`config.mk`:
```
export PLATFORM = sky130hd
export DESIGN_NAME = f_pc_ras_unit
export DESIGN_NICKNAME = d
export VERILOG_FILES = /design/src/rtl/f_pc_ras_unit.sv
export SDC_FILE = /design/constraint.sdc
export NUM_CORES = 1
export LEC_CHECK = 0
export ABC_CLOCK_PERIOD_IN_PS = 5090
export CAP_MARGIN = 5
export CORE_UTILIZATION = 53
export DETAILED_ROUTE_END_ITERATION = 8
export PLACE_DENSITY = 0.8
export SYNTH_ARGS = -nofsm -noshare
export SYNTH_HDL_FRONTEND = slang
export SYNTH_SLANG_ARGS = --single-unit
```
`constraint.sdc`:
```
create_clock -name clk -period 5.09 [get_ports clk]
set_input_delay 1.018 -clock clk [delete_from_list [all_inputs] [get_ports clk]]
set_output_delay 1.018 -clock clk [all_outputs]
set_load 0.005 [all_outputs]
```
`src/rtl/f_pc_ras_unit.sv`:
```
// Fetch PC register with folded next-PC select, delay-slot flag and a circular return-address stack.
// Optional macro F_ADEL_CHECK_EN builds the F-stage address-error check; otherwise f_exc_adel is tied low.
module f_pc_ras_unit #(
  parameter logic [31:0] RESET_PC    = 32'h0000_3000,
  parameter logic [31:0] EXC_VEC     = 32'h0000_4180,
  parameter logic [31:0] ERET_OFFSET = 32'd0,
  parameter int          RAS_DEPTH   = 4,
  parameter int          RAS_AW      = 2
) (
  input  logic        clk,
  input  logic        reset,
  input  logic        stall,
  input  logic        req,
  input  logic        eret,
  input  logic [31:0] epc,
  input  logic [31:0] d_pc,
  input  logic [2:0]  npc_op,
  input  logic        b_jump,
  input  logic [31:0] ra,
  input  logic [25:0] imm,
  input  logic        d_link31,
  input  logic        d_ret31,
  output logic [31:0] f_pc,
  output logic [31:0] npc,
  output logic        f_bd,
  output logic [31:0] ras_top,
  output logic        ras_empty,
  output logic        ras_miss,
  output logic [15:0] ras_miss_cnt,
  output logic        f_exc_adel
);

  localparam logic [RAS_AW:0] CNT_FULL = (RAS_AW+1)'(RAS_DEPTH);

  logic signed [31:0] br_off;
  logic [31:0]        ras_mem [RAS_DEPTH];
  logic [RAS_AW-1:0]  ras_ptr;
  logic [RAS_AW-1:0]  top_idx;
  logic [RAS_AW-1:0]  wr_idx;
  logic [RAS_AW:0]    ras_cnt;
  logic               ras_upd;
  logic               miss_p0;
  logic               miss_p1;

  function automatic logic [15:0] sat_inc16(input logic [15:0] v);
    return (v == 16'hFFFF) ? v : v + 16'd1;
  endfunction

  function automatic logic [RAS_AW:0] sat_inc_cnt(input logic [RAS_AW:0] v);
    return (v == CNT_FULL) ? v : v + (RAS_AW+1)'(1);
  endfunction

  // Stage p0: next-PC select and RAS lookup
  assign br_off = signed'({{14{imm[15]}}, imm[15:0], 2'b00});

  always_comb begin
    npc = f_pc + 32'd4;
    if (req) begin
      npc = EXC_VEC;
    end else if (eret) begin
      npc = epc + ERET_OFFSET;
    end else begin
      case (npc_op)
        3'd1:    if (b_jump) npc = d_pc + 32'd4 + $unsigned(br_off);
        3'd2:    npc = {d_pc[31:28], imm, 2'b00};
        3'd3:    npc = ra;
        default: npc = f_pc + 32'd4;
      endcase
    end
  end

  assign top_idx   = ras_ptr - RAS_AW'(1);
  assign ras_empty = (ras_cnt == '0);
  assign ras_top   = ras_empty ? 32'd0 : ras_mem[top_idx];
  assign ras_upd   = !reset && !req && !eret && !stall;
  assign miss_p0   = ras_upd && d_ret31 && (ras_empty || (ra != ras_top));
  // A simultaneous link+return replaces the top in place rather than moving the pointer.
  assign wr_idx    = d_ret31 ? top_idx : ras_ptr;

  // Stage p1: PC, delay-slot flag and RAS state registers
  always_ff @(posedge clk) begin
    if (reset) begin
      f_pc <= RESET_PC;
      f_bd <= 1'b0;
    end else if (req || eret) begin
      f_pc <= npc;
      f_bd <= 1'b0;
    end else if (!stall) begin
      f_pc <= npc;
      f_bd <= (npc_op == 3'd1) || (npc_op == 3'd2) || (npc_op == 3'd3);
    end
  end

  always_ff @(posedge clk) begin
    if (reset) begin
      ras_ptr      <= '0;
      ras_cnt      <= '0;
      miss_p1      <= 1'b0;
      ras_miss_cnt <= 16'd0;
    end else begin
      miss_p1 <= miss_p0;
      if (miss_p0) ras_miss_cnt <= sat_inc16(ras_miss_cnt);
      if (ras_upd) begin
        if (d_link31 && d_ret31) begin
          if (ras_empty) ras_cnt <= (RAS_AW+1)'(1);
        end else if (d_link31) begin
          ras_ptr <= ras_ptr + RAS_AW'(1);
          ras_cnt <= sat_inc_cnt(ras_cnt);
        end else if (d_ret31 && !ras_empty) begin
          ras_ptr <= top_idx;
          ras_cnt <= ras_cnt - (RAS_AW+1)'(1);
        end
      end
    end
  end

  always_ff @(posedge clk) begin
    if (ras_upd && d_link31) ras_mem[wr_idx] <= d_pc + 32'd8;
  end

  assign ras_miss = miss_p1;

`ifdef F_ADEL_CHECK_EN
  assign f_exc_adel = (f_pc[1:0] != 2'b00) || (f_pc < 32'h0000_3000) || (f_pc > 32'h0000_6FFF);
`else
  assign f_exc_adel = 1'b0;
`endif

endmodule

```
# Yosys cells after proc, flatten, opt, wreduce, memory -nomap -nowiden
# Memory sizes are Yosys's and may differ from the RTL's.
# Cells that the tools add are included.
[op_classes] muxes=17 n_addsub=9 bitwise_logic=2 n_eq_ne=9 n_reduce_logical=24
[op_table] cell="$mux 32" n=6
[op_table] cell="$pmux 32 s3" n=1
[op_table] cell="$add 32x3->32 const B" n=2
[op_table] cell="$add 32x32->32" n=1
[op_table] cell="$add 32x4->32 const B" n=1
[op_table] cell="$ne 32x32->1" n=1
[op_table] cell="$add 16x1->16 const B" n=1
[op_table] cell="$eq 16x16->1 const B" n=1
[op_table] cell="$mux 3" n=5
[op_table] cell="$logic_and 1x1->1" n=8
[op_table] cell="$eq 3x2->1 const B" n=2
[op_table] cell="$mux 2" n=3
[op_table] cell="$logic_not 1->1" n=5
[op_table] cell="$logic_or 1x1->1" n=4
[op_table] cell="$reduce_and 4->1" n=1
[op_table] cell="$add 3x1->3 const B" n=1
[op_table] cell="$eq 3x1->1 const B" n=1
[op_table] cell="$eq 3x3->1 const B" n=1
[op_table] cell="$logic_not 3->1" n=1
[op_table] cell="$ne 3x3->1 const B" n=1
[op_table] cell="$reduce_and 3->1" n=1
[op_table] cell="$reduce_bool 3->1" n=1
[op_table] cell="$sub 3x1->3 const B" n=1
[op_table] cell="$add 2x1->2 const B" n=1
[op_table] cell="other kinds (8)" n=10
[totals] mem_bits_rw=128 word_cells=68 regBits=55 in_bits=133 out_inout_bits=116 mem_count=1
[memory_table] memory="ras_mem" depth=4 width=32 rd=1 rd_clocked_by_memory_dff=0 wr=1 line_no="36" text="logic [31:0] ras_mem [RAS_DEPTH];"

# Logic depth before layout (Yosys ltp)
[logic_depth] word_depth=8 mapped_depth=15 depth_no_buf=15

# Worst setup path before layout
# No wires, ideal clock.
[synth_path] kind="input to output" start="in d_pc[3]" end="out npc[31]" path_buffers=0 required_time_ps=4072 slack_ps=521 stages=13 t_arrival_ps=3551 path_cell_list="ha_1 -> ha_1 -> inv_1 -> fa_1 -> nor2b_1 -> o2111ai_1 -> a31o_2 -> a211oi_1 -> nor3_1 -> o31ai_1 -> xnor2_1 -> a22oi_1 -> a211oi_1"
[synth_between] elab_chain_len=6
[synth_rtl] item="start, declared" line_no="16" text="input logic [31:0] d_pc,"
[synth_rtl] item="$add 32x3->32" line_no="64" text="3'd1: if (b_jump) npc = d_pc + 32'd4 + $unsigned(br_off);"
[synth_rtl] item="$add 32x32->32" line_no="64"
[synth_rtl] item="$mux 32" line_no="64"
[synth_rtl] item="$pmux 32 s3" line_no="63" text="case (npc_op)"
[synth_rtl] item="$mux 32" line_no="60" text="end else if (eret) begin"
[synth_rtl] item="$mux 32" line_no="58" text="if (req) begin"
[synth_rtl] item="end, declared" line_no="24" text="output logic [31:0] npc,"
# Every way passes these cells.

# Final worst setup path
[layout_path] start="in d_pc[5]" end="out npc[16]"
# The elaborated chain is that of the path after synthesis.

==> qor.txt <==
Initial antenna violation count: 1
Clock buffer depth: 2
Worst slew pin tran: 0.891 ns
Vias in the first global route: 12100
Sw frac: 31.6%
Crit-path max FO: 3
Total die area: 23700 µm²
Mean cell area of the mapped netlist: 9.62 µm²
Final Hold Violating Endpoints: 0
Pleak: 0.00654 µW
Sequential-to-total area share from yosys stat: 40.4%
Grt ovf: 0
Syn Inst Count: 1273
CTS tree: built
Cell accounting for the most synthesized area: edfxtp_1
Worst reg2reg path startpoint: ras_ptr[0]
Drt wl/cell: 23.6 µm
Commonest cells post-synth: edfxtp_1, nor2_1, nand2_1
Post-synth top area share: 31.4%
Die height: 154 µm
Status: complete, but fails checks
Via count: 12500
Share of synthesized flip-flops with an asynchronous set or reset: 0%
Fmax: 194 MHz
Pre-CTS setup slack: -0.855 ns
Nets: 1854
RSZ-0062 raised after global routing: yes
H-tree Lvls: 4
Tmin final: 5.16 ns
Worst vdd ir: 0.190 mV
Via/cell ratio: 6.39
Clock power frac: 33.7%
Ports: 249
Multi-input logic area: 7400 µm²
Clk pin slew, worst setup/hold paths: 0.08 ns
Max-slew violations: 0
GRT Total Usage: 38.3%
Core area: 22600 µm²
Main synth FF type: edfxtp_1
Num rows: 55
Synth Register Bits: 183
Switching power: 1290 µW
Total Power: 4100 µW
Top-count cell post-synth: edfxtp_1
Crit path DAT: 4.14 ns
Setup-failing EPs final: 2
Crit path launch type: input port
Sequential Area: 4950 µm²
Router iterations before antenna repair: 6
Slack of the critical path: -0.0666 ns
Int Pwr: 2810 µW
Critical path capture point type: primary output
Post-Synthesis Cell Area: 12300 µm²
MaxCap Viol Count: 0
Failing checks: setup timing
Worst Hold Depth: 2
Root Buffer: clkbuf_16
End of the worst register-to-register path: ras_miss_cnt[13]
First-pass GRT wire length: 68800 µm
Relative slew margins: 40.5%
Clock skew: 0.0126 ns
PD cells: 237 nW/µm²
Fillers: 1587
Die width: 154 µm
Number of synthesized flops with an enable pin: 128
Layout cells sized above 1: 21.3%
CTS Buf Count: 17
Worst reg2reg path depth: 10
YS warnings: 0
Gate power share: 26.4%
# DRC: 0
Worst Hold End: f_pc[1]
Port Buffers: 247
Final period utilization: 101%
Syn nets: 1468
Synth top area cells: edfxtp_1, dfxtp_1, ha_1
Worst Hold Launch: f_pc[1]
Reg2reg setup slack: 1.19 ns
Critical path type: input port to primary output
CTS sink cnt: 183
Largest net degree at the start of global routing: 48
Initial Util: 54.1%
Hpwl dp: 33600 µm
Insertion delay to the later sink of the worst-skew pair: 0.45 ns
Iter 0 DRT Violations: 1399
Data required time of the worst path: 4.07 ns
Antenna diode count: 0
Final ANT Viol Nets: 0
Placer Congestion: 0.956
Synth cell types: 76
DRT Wirelength: 46100 µm
Synthesis-to-layout area growth: 41.4%
Hold Crit Class: flip-flop to flip-flop
Sequential power share: 39.9%
worst max-delay path, stage by stage:
cell	delay (ns)
dlygate4sd2_1	0.29
ha_4	0.30
ha_4	0.19
buf_4	0.13
o211ai_1	0.23
o211ai_1	0.15
buf_4	0.18
buf_4	0.14
nand4_1	0.13
buf_4	0.13
buf_4	0.09
buf_4	0.10
buf_4	0.11
nand2_1	0.06
a21oi_2	0.17
mux2i_1	0.27
o31a_1	0.26
buf_2	0.15
registers in the layout, indices dropped and copies added, names as in the netlist:
register,flops
ras_ptr,2
ras_cnt,3
ras_miss_cnt,16
ras_mem,128
f_pc,32
f_bd,1
ras_miss,1
placed cells by master (no fill, tap or decap), types with 13 or more instances in the layout:
master           Yosys  layout
mux2i_1             31      31
nor2_1             123     113
edfxtp_1           128     128
ha_4                 0      22
nand2_1            105     101
nand3_1             56      55
xnor2_1             68      67
buf_4                4     172
dfxtp_1             55      54
clkbuf_16            0      17
o21ai_0             45      38
xor2_1              33      33
a21oi_1             99      91
mux4_2              30      30
inv_1               65      60
nand4_1             21      21
clkdlybuf4s50_1      0     196
dlygate4sd2_1        0      26
o21ai_1              8      13
and2_1              39      39
nor3_1              25      23
o22ai_1             14      13
ha_1                60      36
worst max-delay path by stage:
stage,startpoint,slack [ns],to,depth (start not counted)
final,d_pc[5],-0.07,npc[16],18
after global routing,d_pc[5],-0.07,npc[16],18
after CTS,imm[4],-0.05,npc[20],14
after detailed placement,d_pc[3],-0.85,npc[31],16
after global placement,d_pc[3],-0.78,npc[31],16
after floorplan,d_pc[3],0.52,npc[31],13
power by group through the flow:
stage	Sequential (µW)	Clock, µW	Combinational, µW
after detailed placement	1670	0	936
after global routing	1640	1430	1140
after floorplan	1660	0	438
after CTS	1640	1370	1000
final	1640	1380	1080
after global placement	1670	0	925
layout make-up:
cell class                      instances  area share [%]
Multi-Input combinational cell        968            42.8
Tap cell                              285            2.06
Timing Repair Buffer                  422            21.7
Inverter                               67            1.45
Sequential cell                       183            28.6
Clock inverter                         14           0.968
Clock buffer                           18            2.48
routing by layer:
metal	global-route usage, %	vias up	share of wire (%)
met4	19.8	2	5.3
met5	0	-	0.026
met3	6.88	183	9.4
met1	49.6	5986	38
li1	-	5491	-
met2	61.4	834	47
what timing repair did:
| item | 4_1_cts | 5_1_grt |
|---|---|---|
| pin swaps | 36 | 41 |
| endpoints found under the setup margin | 25 | 24 |
| resized for setup | 122 | 54 |
| hold buffers | 0 | 0 |
| setup buffers | 14 | 10 |
per-stage QoR:
stage               hold slack [ns]  cells  utilization [%]  setup TNS, ns  instance area [µm²]
floorplan                     0.461   1273                -              0                12300
global placement              0.468   1901             70.7          -8.19                16000
detailed placement            0.485   1901             70.7          -9.05                16000
CTS                           0.499   1947             75.3        -0.0486                17100
global route                  0.518   1957             76.5         -0.276                17300
finish                        0.496   1957             76.5        -0.0704                17300
logic make-up after synthesis:
logic type / synth area share (%)
adders and majority gates: 6.45
AOI/OAI and AO/OA: 15.6
and+or+nand+nor: 17.7
DFF: 40.4
other: 0.0306
xor gates and xnor gates: 7.22
muxes: 8.60
buffers and inverters: 4.01
(Power assumes the default switching activity.)
==> edit 1, RTL diff (config.mk and constraints unchanged) <==
Make the reset (`reset`) asynchronous in 2 clocked blocks.
--- a/src/rtl/f_pc_ras_unit.sv
+++ b/src/rtl/f_pc_ras_unit.sv
@@ -78,7 +78,7 @@
   assign wr_idx    = d_ret31 ? top_idx : ras_ptr;
 
   // Stage p1: PC, delay-slot flag and RAS state registers
-  always_ff @(posedge clk) begin
+  always_ff @(posedge clk or posedge reset) begin
     if (reset) begin
       f_pc <= RESET_PC;
       f_bd <= 1'b0;
@@ -91,7 +91,7 @@
     end
   end
 
-  always_ff @(posedge clk) begin
+  always_ff @(posedge clk or posedge reset) begin
     if (reset) begin
       ras_ptr      <= '0;
       ras_cnt      <= '0;
Formal check against the unedited RTL: differs if reset is asserted again (counterexample within 4 cycles, from zero or initial values and one cycle with reset high); with reset held inactive, the same outputs for 4 cycles.
==> edit 1 against the original RTL <==
Clock skew is essentially flat. Wire length shrank 6.2%. Synthesized area grew 2.2%. Setup slack gained 0.10 ns. Sequential share of layout area grew 1.6 points. Sequential cell count is the same. Cell count shrank 0.97%. First-iteration DRC count shrank 9.4%. Design area grew 0.16%. Via count shrank 3.7%. Critical path type unchanged. Largest cell class unchanged. Highest routed layer is now met4.
Power is not compared: it rests on default switching activity, and its combinational part moved more than twofold at a synthesized area within 25%.
==> edit 1: results (changes against the original RTL) <==
Synth Area in Adders 0.0632 (-0.00136); final hold vios 0 (unchanged); Post-synth EDFFs 128 (unchanged); drt wl/cell 22.3 um (-5.3%); Via density 6.21 (-2.8%); top cell family by delay on the critical path compound AO/OA/AOI/OAI gates; Setup Skew 0.0122 ns (-0.000435 ns); Area after DPL 16,300 um^2 (+1.7%); crit path max fanout 3 (unchanged); crit path DAT 4.03 ns (-0.11 ns); placed insts 1,901 (unchanged); antenna violations before repair 0 (-1); Root Buffer clkbuf_16; DP Wirelength 31,900 um (-5.1%); Avg Cell Area, Syn 10.1 um^2 (+4.6%); DR pass1 iterations 7 (+1); mux contribution to synthesized area 0.103 (+0.0170); met1 Use GR 0.453 (-0.0439); largest cells by area after synthesis edfxtp_1 (31%), dfrtp_1 (11%), ha_1 (6.0%); run status finished clean; XOR/XNOR share of the synthesized area 0.0770 (+0.00478); GR Util met2 0.598 (-0.0164); maximum VDD drop 0.252 mV; max FFs per register 128 (unchanged); biggest regs ras_mem (128), f_pc (32), ras_miss_cnt (16); synthesis warning total 0 (unchanged); ratio of cells with drive above 1 in the final layout 0.213 (about the same); final wirelength 43,200 um (-6.2%); Seq/Total Area, Yosys 0.417 (+0.0137); Hold Crit Class reg2reg; GRT met3 Usage 0.0517 (-0.0171); H-tree Lvls 4 (unchanged); Post-synth top flop edfxtp_1; FFs w/ async S/R, synth 0.301 (+0.301); fillers 1,577 (-0.63%); GRT Overall Usage 0.354 (-0.0289); slowest stage delay, CP 0.44 ns (+0.14 ns); syn nets 1,438 (-2.0%); Worst-Margin Slew 0.884 ns (-0.00726 ns); Clk pin slew, worst setup/hold paths 0.08 ns (about the same); top cells by count, synth edfxtp_1 (128), nor2_1 (108), a21oi_1 (85), nand2_1 (83), o21ai_0 (70); first-pass GRT wire length 64,400 um (-6.3%); vias in the first global route 11,751 (-3.3%); Synth Area in Compound Gates 0.145 (-0.0108); IO buf count 247 (unchanged); Final Net Count 1,807 (-2.5%); Clock Latency Late Sink 0.45 ns (about the same); Routability Congestion 0.965 (+0.88%); Iteration-0 DRC Markers 1,268 (-9.4%); largest net degree at the start of global routing 35 (-27%); Yosys cell types 72 (-5.3%); critical path's slowest cell clkdlybuf4s50_1
==> edit 1: cell types whose count changed after synthesis, sizes merged, moves of 15 or more <==
cell,change
a21oi,-15
dfrtp,+53
dfxtp,-55
mux2,+27
nand2,-23
nor2,-16
o21ai,+22
==> edit 1: cell type report <==
type                            instances  area [um^2]  area share
Multi-Input combinational cell        943         7310       0.421
Sequential cell                       183         5230       0.301
Timing Repair Buffer                  408         3600       0.208
Clock buffer                           17          425      0.0245
Tap cell                              313          392      0.0226
Inverter                               59          221      0.0128
Clock inverter                         14          169     0.00974
Antenna cell                            1         2.50    0.000144
==> edit 1: final timing paths <==
| check | from | endpoint | slack (ns) | cells past startpoint |
|---|---|---|---|---|
| max | imm[11] | npc[22] | 0.04 | 13 |
| min | ras_miss_cnt[11] | ras_miss_cnt[11] | 0.49 | 1 |
| max reg2reg | ras_ptr[0] | ras_miss_cnt[1] | 0.96 | 9 |
| min reg2reg | ras_miss_cnt[11] | ras_miss_cnt[11] | 0.49 | 1 |
| max in group asynchronous | reset | ras_ptr[0] | 3.27 | 3 |
| min in group asynchronous | reset | f_pc[10] | 0.97 | 2 |
==> edit 1: cells by family (layout without fill, tap and decap cells) <==
| logic type | count (synthesis) | after routing |
|---|---|---|
| other | 1 | 2 |
| DFF | 183 | 183 |
| buffers and inverters | 117 | 498 |
| xor gates and xnor gates | 110 | 110 |
| and+or+nand+nor | 392 | 392 |
| muxes | 89 | 89 |
| adders and majority gates | 62 | 62 |
| AOI/OAI and AO/OA | 289 | 289 |
==> edit 1: routing by layer <==
layer	part of all wire	up-vias
met3	0.095	142
li1	-	5335
met4	0.038	0
met2	0.49	782
met5	0	-
met1	0.38	5770
==> edit 1: timing repair <==
item	4_1_cts	5_1_grt
buffers inserted	5	0
resized for setup	105	51
hold buffers	0	0
endpoints found under the hold margin	0	0
setup endpoints to repair	22	18
pin swaps	38	28
==> edit 1: per-stage QoR <==
stage	worst slack [ns]	TNS, ns
floorplan	0.716	0
global placement	-0.590	-8.63
detailed placement	-0.607	-9.16
CTS	-0.0920	-0.0920
global route	-0.0408	-0.170
finish	0.0371	0
==> edit 1: report_power, final <==
part	switching, W	leakage (nW)	internal (W)
Combinational	0.00105	4.82	0.00124
Sequential	0.000180	1.84	0.00166
Clock	0.000705	0.288	0.000667
==> edit 2, RTL diff (same flow settings) <==
Made on the original files. Set the parameter `RESET_PC` to 32'h00001800 (it was 32'h0000_3000).
--- a/src/rtl/f_pc_ras_unit.sv
+++ b/src/rtl/f_pc_ras_unit.sv
@@ -1,7 +1,7 @@
 // Fetch PC register with folded next-PC select, delay-slot flag and a circular return-address stack.
 // Optional macro F_ADEL_CHECK_EN builds the F-stage address-error check; otherwise f_exc_adel is tied low.
 module f_pc_ras_unit #(
-  parameter logic [31:0] RESET_PC    = 32'h0000_3000,
+  parameter logic [31:0] RESET_PC    = 32'h00001800,
   parameter logic [31:0] EXC_VEC     = 32'h0000_4180,
   parameter logic [31:0] ERET_OFFSET = 32'd0,
   parameter int          RAS_DEPTH   = 4,
Behaviour: not the same (a bounded check fails within 4 cycles, from zero or initial values and one cycle with reset high).
==> edit 2 against the original RTL <==
The run still ends with negative setup slack left. Sequential cell count unchanged. Power is 1.4% higher. Synthesized cell count shrank 0.31%. Cell count increased by 0.20%. Design area grew 1.1%. Critical path depth shrank 4. Wire length fell by 1.9%. Clock power rose by 4%. Setup slack worse by 0.11 ns. Clock skew rose by 0.0018 ns. Global-route usage down 0.14 points. Synthesized area down 0.21%. Sequential share of layout area shrank 0.30 points. Critical path type unchanged. Highest routed layer is now met4.
==> edit 2: results (changes against the original RTL) <==
run status complete, but fails checks; failing checks negative setup slack; Sum Neg Setup Slack -0.187 ns (-0.117 ns); IO buf count 247 (unchanged); Final setup viols 2 (unchanged); biggest regs ras_mem (128), f_pc (32), ras_miss_cnt (16); placed insts 1,903 (+0.11%); pins over their slew limit 0 (unchanged); met1 WL 17,200 um (-2.3%); FFs w/ async S/R, synth 0 (unchanged); drt wl/cell 23.1 um (-2.1%); Clk pin slew, worst setup/hold paths 0.08 ns (about the same); crit path DAT 4.25 ns (+0.11 ns); PwrDens 238 nW/um^2 (+0.35%); Layout Cells excl Fill 1,961 (+0.20%); top cells by count, synth edfxtp_1 (128), nor2_1 (122), nand2_1 (107), a21oi_1 (99), xnor2_1 (67); vias in the first global route 11,967 (-1.5%); Post-Place Setup Slack -0.744 ns (+0.111 ns); Post-synth top flop edfxtp_1; Seq/Total Area, Yosys 0.404 (+0.000867); Max-slew headroom 0.260 (-0.145); syn nets 1,464 (-0.27%); sw power 0.00132 W (+1.7%); top cell family by delay on the critical path compound AO/OA/AOI/OAI gates; GRT Overall Usage 0.381 (-0.00137); FF-to-FF path depth 10 (unchanged); ratio of cells with drive above 1 in the final layout 0.216 (+0.00320); largest cells by area after synthesis edfxtp_1 (31%), dfxtp_1 (9.0%), ha_1 (6.1%); Yosys cell types 76 (unchanged); DR pass1 iterations 7 (+1); WL met2 21,400 um (-1.5%); synthesis warning total 0 (unchanged); Root Buffer clkbuf_16; antenna violations before repair 0 (-1); Hold Path Stages 2 (unchanged); P_seq 0.00164 W (about the same); Clock Latency Late Sink 0.45 ns (about the same); crit path max fanout 3 (unchanged); Pleak 6.66 nW (+1.8%); slowest stage delay, CP 0.41 ns (+0.11 ns); top layer in use met4; Iteration-0 DRC Markers 1,602 (+15%); Area after DPL 16,000 um^2 (about the same); Via density 6.27 (-1.7%); DR WL met3 4690 um (+8.6%); Setup Skew 0.0144 ns (+0.00177 ns); fin worst setup slack -0.176 ns (-0.109 ns); critical path's slowest cell or3_1; clk buf depth 2 (unchanged); first-pass GRT wire length 67,900 um (-1.3%); fillers 1,487 (-6.3%); Avg Cell Area, Syn 9.63 um^2 (+0.10%); Num CTS Buffers 17 (unchanged); DP Wirelength 33,800 um (+0.51%); Routability Congestion 0.970 (+1.4%); maximum VDD drop 0.205 mV (+7.9%); largest net degree at the start of global routing 49 (+2.1%)
## edit 2: layer usage
layer	global-route usage	vias up
li1	-	5510
met2	0.624	807
met3	0.0716	146
met5	0	-
met1	0.492	5842
met4	0.174	0
## edit 2: cell families after synthesis
| kind of cell | after synthesis | share of synthesized area |
|---|---|---|
| buffers and inverters | 119 | 0.0388 |
| AOI/OAI and AO/OA | 300 | 0.159 |
| xor gates and xnor gates | 99 | 0.0709 |
| other | 1 | 0.000307 |
| and+or+nand+nor | 441 | 0.175 |
| DFF | 183 | 0.404 |
| adders and majority gates | 62 | 0.0647 |
| muxes | 64 | 0.0871 |
## edit 2: area by class of cell
cell class | instances | area share
Multi-Input combinational cell | 967 | 0.428
Sequential cell | 183 | 0.283
Timing Repair Buffer | 430 | 0.219
Clock buffer | 17 | 0.0243
Tap cell | 285 | 0.0204
Inverter | 63 | 0.0135
Clock inverter | 15 | 0.0122
Antenna cell | 1 | 0.000143
## edit 2: path summary, 6_finish.rpt
path | startpoint | to | slack, ns
min reg2reg | f_pc[1] | f_pc[1] | 0.48
max | d_pc[16] | npc[31] | -0.18
max reg2reg | ras_ptr[1] | ras_miss_cnt[15] | 1.02
min | f_pc[1] | f_pc[1] | 0.48
## edit 2: what timing repair did
action	CTS	global route
buffers inserted	19	6
endpoints found under the setup margin	24	22
pin swaps	66	35
resized for setup	143	50
## edit 2: worst register-to-register path, stage by stage, from the launching register on
cell	delay (ns)
dfxtp_1	1.06
buf_4	0.37
mux4_2	0.36
and2_1	0.20
a22oi_1	0.17
o21ai_0	0.12
and4_1	0.25
a21oi_2	0.43
nand4_1	0.41
or4_1	0.51
a21oi_1	0.15
